### src/rtl/lzc_norm_pipe_if.sv
// Valid/ready bundle for lzc_norm_pipe: operand side (in_*) and result side (out_*).
// WIDTH and TAG_W must match the parameters of the attached lzc_norm_pipe.
interface lzc_norm_pipe_if #(
  parameter int WIDTH = 64,
  parameter int TAG_W = 4
);
  localparam int CNT_W = $clog2(WIDTH + 1);

  logic             in_valid;
  logic             in_ready;
  logic [WIDTH-1:0] in_data;
  logic             in_mode;
  logic [TAG_W-1:0] in_tag;

  logic             out_valid;
  logic             out_ready;
  logic [CNT_W-1:0] out_count;
  logic             out_zero;
  logic [WIDTH-1:0] out_data;
  logic [TAG_W-1:0] out_tag;

  modport master (
    output in_valid, in_data, in_mode, in_tag, out_ready,
    input  in_ready, out_valid, out_count, out_zero, out_data, out_tag
  );

  modport slave (
    input  in_valid, in_data, in_mode, in_tag, out_ready,
    output in_ready, out_valid, out_count, out_zero, out_data, out_tag
  );
endinterface

### src/rtl/lzc_norm_pipe.sv
// Pipelined leading-zero/leading-one counter with optional left normaliser.
// Define LZC_NORM_SHIFT_EN to build the barrel shifter; otherwise out_data is tied to 0.
module lzc_norm_pipe #(
  parameter int WIDTH  = 64,
  parameter int STAGES = 2,
  parameter int TAG_W  = 4
) (
  input  logic           clk,
  input  logic           rst,
  lzc_norm_pipe_if.slave bus
);
  localparam int CNT_W = $clog2(WIDTH + 1);
  localparam int NL    = (WIDTH + 7) / 8;
  localparam int PW    = NL * 8;
  localparam int LAST  = STAGES - 1;

  // Mode 1 is folded into mode 0 by inverting the operand; pads below the LSB are 1s
  // so they always terminate the run and are never counted.
  logic [WIDTH-1:0] norm_op;
  logic [PW-1:0]    pad_op;

  assign norm_op = bus.in_mode ? ~bus.in_data : bus.in_data;

  always_comb begin
    pad_op                 = '1;
    pad_op[PW-1 -: WIDTH]  = norm_op;
  end

  logic [NL-1:0] leaf_nz;
  logic [2:0]    leaf_lz [NL];

  generate
    for (genvar gi = 0; gi < NL; gi++) begin : g_leaf
      logic [7:0] leaf_bits;
      logic [2:0] lz;

      assign leaf_bits = pad_op[PW-1-8*gi -: 8];

      always_comb begin
        lz = 3'd0;
        for (int b = 0; b < 8; b++) begin
          if (leaf_bits[b]) lz = 3'(7 - b);
        end
      end

      assign leaf_nz[gi] = |leaf_bits;
      assign leaf_lz[gi] = lz;
    end
  endgenerate

  logic [CNT_W-1:0] in_cnt;

  always_comb begin
    in_cnt = CNT_W'(WIDTH);
    for (int l = NL - 1; l >= 0; l--) begin
      if (leaf_nz[l]) in_cnt = CNT_W'(8 * l) + CNT_W'(leaf_lz[l]);
    end
  end

  // Pipeline slots: a slot may load when it is empty or its content moves on this cycle.
  logic [STAGES-1:0] valid_q, valid_d, load, src_v;
  logic [CNT_W-1:0]  cnt_q [STAGES];
  logic [CNT_W-1:0]  cnt_d [STAGES];
  logic [CNT_W-1:0]  src_cnt [STAGES];
  logic [TAG_W-1:0]  tag_q [STAGES];
  logic [TAG_W-1:0]  tag_d [STAGES];
  logic [TAG_W-1:0]  src_tag [STAGES];
  logic              in_ready_w;
  logic              accept;

  always_comb begin
    logic down_ok;
    down_ok = bus.out_ready;
    load    = '0;
    for (int k = LAST; k >= 0; k--) begin
      load[k] = !valid_q[k] || down_ok;
      down_ok = load[k];
    end
  end

  assign in_ready_w = !rst && load[0];
  assign accept     = bus.in_valid && in_ready_w;

  always_comb begin
    logic take;
    src_v      = '0;
    src_cnt    = '{default: '0};
    src_tag    = '{default: '0};
    valid_d    = valid_q;
    cnt_d      = cnt_q;
    tag_d      = tag_q;
    take       = 1'b0;
    src_v[0]   = accept;
    src_cnt[0] = in_cnt;
    src_tag[0] = bus.in_tag;
    for (int k = 1; k < STAGES; k++) begin
      src_v[k]   = valid_q[k-1];
      src_cnt[k] = cnt_q[k-1];
      src_tag[k] = tag_q[k-1];
    end
    for (int k = 0; k < STAGES; k++) begin
      take = load[k] && src_v[k];
      if (load[k]) valid_d[k] = src_v[k];
      if (take) begin
        cnt_d[k] = src_cnt[k];
        tag_d[k] = src_tag[k];
      end
    end
  end

  always_ff @(posedge clk) begin
    if (rst) begin
      valid_q <= '0;
      cnt_q   <= '{default: '0};
      tag_q   <= '{default: '0};
    end else begin
      valid_q <= valid_d;
      cnt_q   <= cnt_d;
      tag_q   <= tag_d;
    end
  end

`ifdef LZC_NORM_SHIFT_EN
  function automatic logic [WIDTH-1:0] shl_norm(input logic [WIDTH-1:0] d,
                                                 input logic [CNT_W-1:0] s);
    logic [WIDTH-1:0] r;
    r = d;
    for (int b = 0; b < CNT_W; b++) begin
      if (s[b]) r = r << (1 << b);
    end
    return r;
  endfunction

  logic [WIDTH-1:0] data_q   [STAGES];
  logic [WIDTH-1:0] data_d   [STAGES];
  logic [WIDTH-1:0] src_data [STAGES];

  // Raw operand rides the early slots; the shift happens on the way into the last slot.
  always_comb begin
    src_data    = '{default: '0};
    data_d      = data_q;
    src_data[0] = bus.in_data;
    for (int k = 1; k < STAGES; k++) src_data[k] = data_q[k-1];
    for (int k = 0; k < STAGES; k++) begin
      if (load[k] && src_v[k]) begin
        data_d[k] = (k == LAST) ? shl_norm(src_data[k], src_cnt[k]) : src_data[k];
      end
    end
  end

  always_ff @(posedge clk) begin
    if (rst) data_q <= '{default: '0};
    else     data_q <= data_d;
  end

  assign bus.out_data = data_q[LAST];
`else
  assign bus.out_data = '0;
`endif

  assign bus.in_ready  = in_ready_w;
  assign bus.out_valid = valid_q[LAST];
  assign bus.out_count = cnt_q[LAST];
  assign bus.out_zero  = (cnt_q[LAST] == CNT_W'(WIDTH));
  assign bus.out_tag   = tag_q[LAST];
endmodule

### src/flat_wrapper.sv
// flat-port wrapper written by rule: the top's interface ports become plain ports
module lzc_norm_pipe_flat 
#(
  parameter int WIDTH  = 64,
  parameter int STAGES = 2,
  parameter int TAG_W  = 4
)
  (clk, rst, bus_in_valid, bus_in_data, bus_in_mode, bus_in_tag, bus_out_ready, bus_in_ready, bus_out_valid, bus_out_count, bus_out_zero, bus_out_data, bus_out_tag);
  lzc_norm_pipe_if #(.WIDTH(WIDTH), .TAG_W(TAG_W)) bus_i ();
  input  logic clk;
  input  logic rst;
  input wire logic [$bits(bus_i.in_valid)-1:0] bus_in_valid;
  input wire logic [$bits(bus_i.in_data)-1:0] bus_in_data;
  input wire logic [$bits(bus_i.in_mode)-1:0] bus_in_mode;
  input wire logic [$bits(bus_i.in_tag)-1:0] bus_in_tag;
  input wire logic [$bits(bus_i.out_ready)-1:0] bus_out_ready;
  output wire logic [$bits(bus_i.in_ready)-1:0] bus_in_ready;
  output wire logic [$bits(bus_i.out_valid)-1:0] bus_out_valid;
  output wire logic [$bits(bus_i.out_count)-1:0] bus_out_count;
  output wire logic [$bits(bus_i.out_zero)-1:0] bus_out_zero;
  output wire logic [$bits(bus_i.out_data)-1:0] bus_out_data;
  output wire logic [$bits(bus_i.out_tag)-1:0] bus_out_tag;
  assign bus_i.in_valid = bus_in_valid;
  assign bus_i.in_data = bus_in_data;
  assign bus_i.in_mode = bus_in_mode;
  assign bus_i.in_tag = bus_in_tag;
  assign bus_i.out_ready = bus_out_ready;
  assign bus_in_ready = bus_i.in_ready;
  assign bus_out_valid = bus_i.out_valid;
  assign bus_out_count = bus_i.out_count;
  assign bus_out_zero = bus_i.out_zero;
  assign bus_out_data = bus_i.out_data;
  assign bus_out_tag = bus_i.out_tag;
  lzc_norm_pipe #(.WIDTH(WIDTH), .STAGES(STAGES), .TAG_W(TAG_W)) u_core (.clk(clk), .rst(rst), .bus(bus_i));
endmodule
### config.mk
export PLATFORM = sky130hd
export DESIGN_NAME = lzc_norm_pipe_flat
export DESIGN_NICKNAME = d
export VERILOG_FILES = /design/src/rtl/lzc_norm_pipe_if.sv /design/src/rtl/lzc_norm_pipe.sv /design/src/flat_wrapper.sv
export SDC_FILE = /design/constraint.sdc
export NUM_CORES = 1
export LEC_CHECK = 0
export BUFFER_PORTS_ARGS = -buffer_cell sky130_fd_sc_hd__buf_2
export CORE_MARGIN = 10
export CORE_UTILIZATION = 40
export DETAILED_ROUTE_END_ITERATION = 6
export PLACE_DENSITY = 0.83
export SLEW_MARGIN = 20
export SYNTH_ARGS = -nofsm -noshare
export SYNTH_HDL_FRONTEND = slang
export SYNTH_SLANG_ARGS = --single-unit
### constraint.sdc
create_clock -name clk -period 6.2 [get_ports clk]
set_input_delay 1.24 -clock clk [delete_from_list [all_inputs] [get_ports clk]]
set_output_delay 1.24 -clock clk [all_outputs]
set_load 0.005 [all_outputs]
==> results.md <==
- Setup violations remaining at the end of the flow were counted as 0.
- The count of max-cap constraint violations is 0.
- The total overflow left after global routing is 0.
- Dividing the final minimum period by the clock period gives 53.5%.
- In the layout the commonest cells are sky130_fd_sc_hd__buf_2 (86), sky130_fd_sc_hd__conb_1 (64), sky130_fd_sc_hd__nor2_1 (51).
- Hold is met by 0.462 ns.
- The library cell used most frequently in the layout, excluding fill and tap cells, is sky130_fd_sc_hd__buf_2.
- The register-to-register path setup slack is 4.00 ns.
- The iteration-0 DRC count of the detailed router is 191.
- 151 I/O pins were placed.
- The initial antenna violation count is 0.
- The weighted congestion reported at the end of routability-driven placement is 0.883.
- The share of flip-flops with an asynchronous set or reset after synthesis is 0%.
- The pin count of the biggest net entering global routing is 63.
- The headroom to the max-slew limit is 33.0%.
- On the worst path, the slowest cell contributes a delay of 0.74 ns.
- The portion of netlist area occupied by mux cells is 3.78%.
- The startpoint of the most critical setup path is bus_in_mode.
- The worst register-to-register path has a depth of 7.
- The critical path ends at u_core.cnt_q[7]$_SDFFE_PP0P_.
- Summing all placed instances gives a cell area of 0.00311 sq mm.
- The signal on the critical path passes through buf_2 > nand3_1 > a2bb2oi_1 > nor3_1 > nand3_1 > a41oi_1 > o311ai_1 > nand3_1.
- The wire length of the first global-routing pass is 13.3 mm.
- After detailed routing, the number of remaining DRC violations is 0.
- For this configuration, the core starts out at a cell density of 40.5%.
- The arrival time at the worst endpoint is 3.53 ns.
- Wire segments on met2 add up to 4.20 mm in the final route.
- The maximum VDD drop is 69.7 uV.
- The average cell area after synthesis is 6.83 sq um.
- STA classifies the critical path endpoint as a register.
- At the pin with the least slew margin, the transition time is 1.00 ns.
- Yosys mapped a number of flops with a built-in enable equal to 0.
- After synthesis the cells add up to 0.00291 sq mm.
- The capture instance of the worst register-to-register path is u_core.cnt_q[7]$_SDFFE_PP0P_.
- The shortest clock period the worst path allows after layout is 3.32 ns.
- The ratio of routed vias to standard cells is 5.12.
- After the last flow step, the layout net total stands at 571.
- The worst-path maximum fanout is 62.
- The critical path class is input pin to register.
- The fraction of the mapped netlist area in simple logic gates is 27.2%.
- The via count of the first global-routing pass is 3105.
- The final-report max-slew violation count was 0.
- The synthesized netlist devotes 0% of its cell area to adder and majority cells.
- Sequential cells were found to cover 16.5% of the synthesized design area.
- The die width is 105 um.
- For this block, wires on met1 add up to 3.31 mm.
- Setup repair after global routing left no endpoint under its margin.
- The final count of hold timing violations came to 0.
- In the global route stage, overall resource usage came out at 13.4%.
- Setup slack closes at 2.88 ns.
- The layout overhead on the synthesized area is 8.69%.
- The number of warning messages in the yosys log is 0.
- After Yosys synthesis, XOR and XNOR cells account for 0.301% of the synthesized area.
- The final-layout setup total negative slack is 0 ns.
- The main combinational cell family by area after synthesis is compound AO/OA/AOI/OAI gates.
- Sorting the synthesized cells by area gives the leading types as sky130_fd_sc_hd__buf_4 (18%), sky130_fd_sc_hd__dfxtp_1 (17%), sky130_fd_sc_hd__nor2_1 (6.6%).
- The buffer levels on the longest clock path is 2.
- The met3 wirelength from detailed routing is 535 um.
- 0 antenna diodes ended up in the layout.
- The number of distinct library cells after synthesis is 65.
- The required arrival time at the worst endpoint is 6.41 ns.
- TritonCTS built the clock tree.
- The share of cells above drive strength 1 is 21.9%.
- The cell that appears most often on the critical path is sky130_fd_sc_hd__nand3_1.
- The number of setup buffers added after CTS is 0.
- The flip-flop cell with the highest count after synthesis is sky130_fd_sc_hd__dfxtp_1.
- Detailed placement finished with a half-perimeter wire length of 6.91 mm.
- Timing would allow up to 0.301 GHz.
- The share of the synthesized area in the top cell type is 18.3%.
- Clock skew on the completed layout was measured at 0.00133 ns.
- The flow ran to the end, and the final reports show no timing, DRC or antenna violations.
- The core region area is 0.00718 sq mm.
- The hold buffer count at cts is 0.
- The largest individual stage delay along the critical path comes from the cell sky130_fd_sc_hd__buf_2.
- The areal power density over the cells is 126 mW/mm^2.
- The synthesized design contains 24 register bits.
- The filler cells instantiated in the layout total 780.
- The die covers 0.0111 sq mm.
- The startpoint identified for the worst register-to-register timing path is u_core.valid_q[0]$_SDFFE_PP0N_.
- The floorplan has 31 rows.
- The synthesized-area fraction occupied by ao, oa, aoi and oai cells is 29.5%.
- The highest metal layer carrying signal wires in the routed design is met4.
- The design area is 0.00316 sq mm.
- CTS placed an instance of sky130_fd_sc_hd__clkbuf_8 at the clock tree root.
- After clock tree synthesis, the clock-pin slew on the worst setup and hold paths is 0.08 ns.
- After detailed routing, the average wire length per cell comes to 13.7 um.
- Once detail routing completed, the nets flagged for antenna violations numbered 0.
- For the worst-skew pair, the clock arrives at the later sink with an insertion delay of 0.26 ns.
- The total of cells resized after clock tree synthesis is 0.
- The number of detailed-route iterations in the first pass is 4.
- The type of the most critical hold path is register to register.
- The tree built by TritonCTS fans out to 24 sinks.
- The count of buffers added on input and output ports is 86.
- The H-tree depth is 1.
- The total vias in the final route is 3049.
- The final layout contains routed wiring with a total length of 8.17 mm.
- The cell count after synthesis is 426.
- The most area-hungry cell type in the Yosys netlist is sky130_fd_sc_hd__buf_4.
- The die is 105 um tall.
- The pre-CTS setup slack is 2.69 ns.
- Counting the buffers created by CTS gives 3.
- The standby leakage power is 1.49 nW.
- The kind of start point of the critical path is an input pin.
==> metal layers <==
metal / GRT usage, % / up-vias
met5: 0 / -
met4: 2.84 / 0
met3: 4.08 / 13
met2: 25.5 / 113
met1: 14.2 / 1382
li1: - / 1541
==> where the power goes <==
part | internal, mW | total, mW | switching, mW
Clock | 0.0567 | 0.106 | 0.0490
Combinational | 0.0493 | 0.130 | 0.0808
Sequential | 0.159 | 0.161 | 0.00264
Total | 0.265 | 0.397 | 0.132
==> final cells by class <==
cell class	count	area (sq um)	area share (%)
multi-input cells	366	2010	63.5
clock buffers	4	55.1	1.74
inverters	17	63.8	2.02
flip-flops and latches	24	480	15.2
well taps	99	124	3.92
repair buffers	86	430	13.6
==> cell families after synthesis <==
family | Yosys count
AOI/OAI and AO/OA | 121
xor gates and xnor gates | 1
buffers and inverters | 99
DFF | 24
muxes | 11
other | 1
and+or+nand+nor | 169
==> state kept, by name, summed over array words and instances, names as in the netlist <==
register / flops
u_core.bus.out_count: 7
u_core.bus.out_tag: 4
u_core.cnt_q: 7
u_core.src_tag: 4
u_core.valid_q: 2
==> through the flow <==
step,utilization [%],power (mW),cells
final,44.1,0.397,596
after CTS,44.1,0.396,596
after detailed placement,43.3,0.292,592
after floorplan,-,0.269,489
after global placement,43.3,0.286,592
after global routing,44.1,0.421,596
==> worst min-delay path by stage <==
stage	from	end	slack, ns	depth (start not counted)
2_1_floorplan	u_core.cnt_q[10]$_SDFFE_PP0P_	u_core.cnt_q[10]$_SDFFE_PP0P_	0.43	2
3_3_place_gp	u_core.src_tag[2]$_SDFFE_PP0P_	u_core.src_tag[2]$_SDFFE_PP0P_	0.44	2
3_5_place_dp	u_core.src_tag[2]$_SDFFE_PP0P_	u_core.src_tag[2]$_SDFFE_PP0P_	0.45	2
4_1_cts	u_core.cnt_q[10]$_SDFFE_PP0P_	u_core.cnt_q[10]$_SDFFE_PP0P_	0.46	2
5_1_grt	u_core.src_tag[1]$_SDFFE_PP0P_	u_core.src_tag[1]$_SDFFE_PP0P_	0.49	2
6_report	u_core.src_tag[1]$_SDFFE_PP0P_	u_core.src_tag[1]$_SDFFE_PP0P_	0.46	2
==> synth_stat cells, drive strengths merged (7+ instances only) <==
library cell	n
dfxtp	24
nand2	46
mux2i	11
a21oi	30
nand3	28
nor2	51
inv	17
o21ai	22
buf	78
o22ai	8
o31ai	7
a2bb2oi	7
nor3	13
==> worst max-delay path: cells and delay by family <==
kind                   cells  cell delay [ns]
AO/OA/AOI/OAI              3             0.62
AND/OR/NAND/NOR            4             0.90
buffers and inverters      1             0.74
Note: power is estimated with default switching activity, not from simulation.
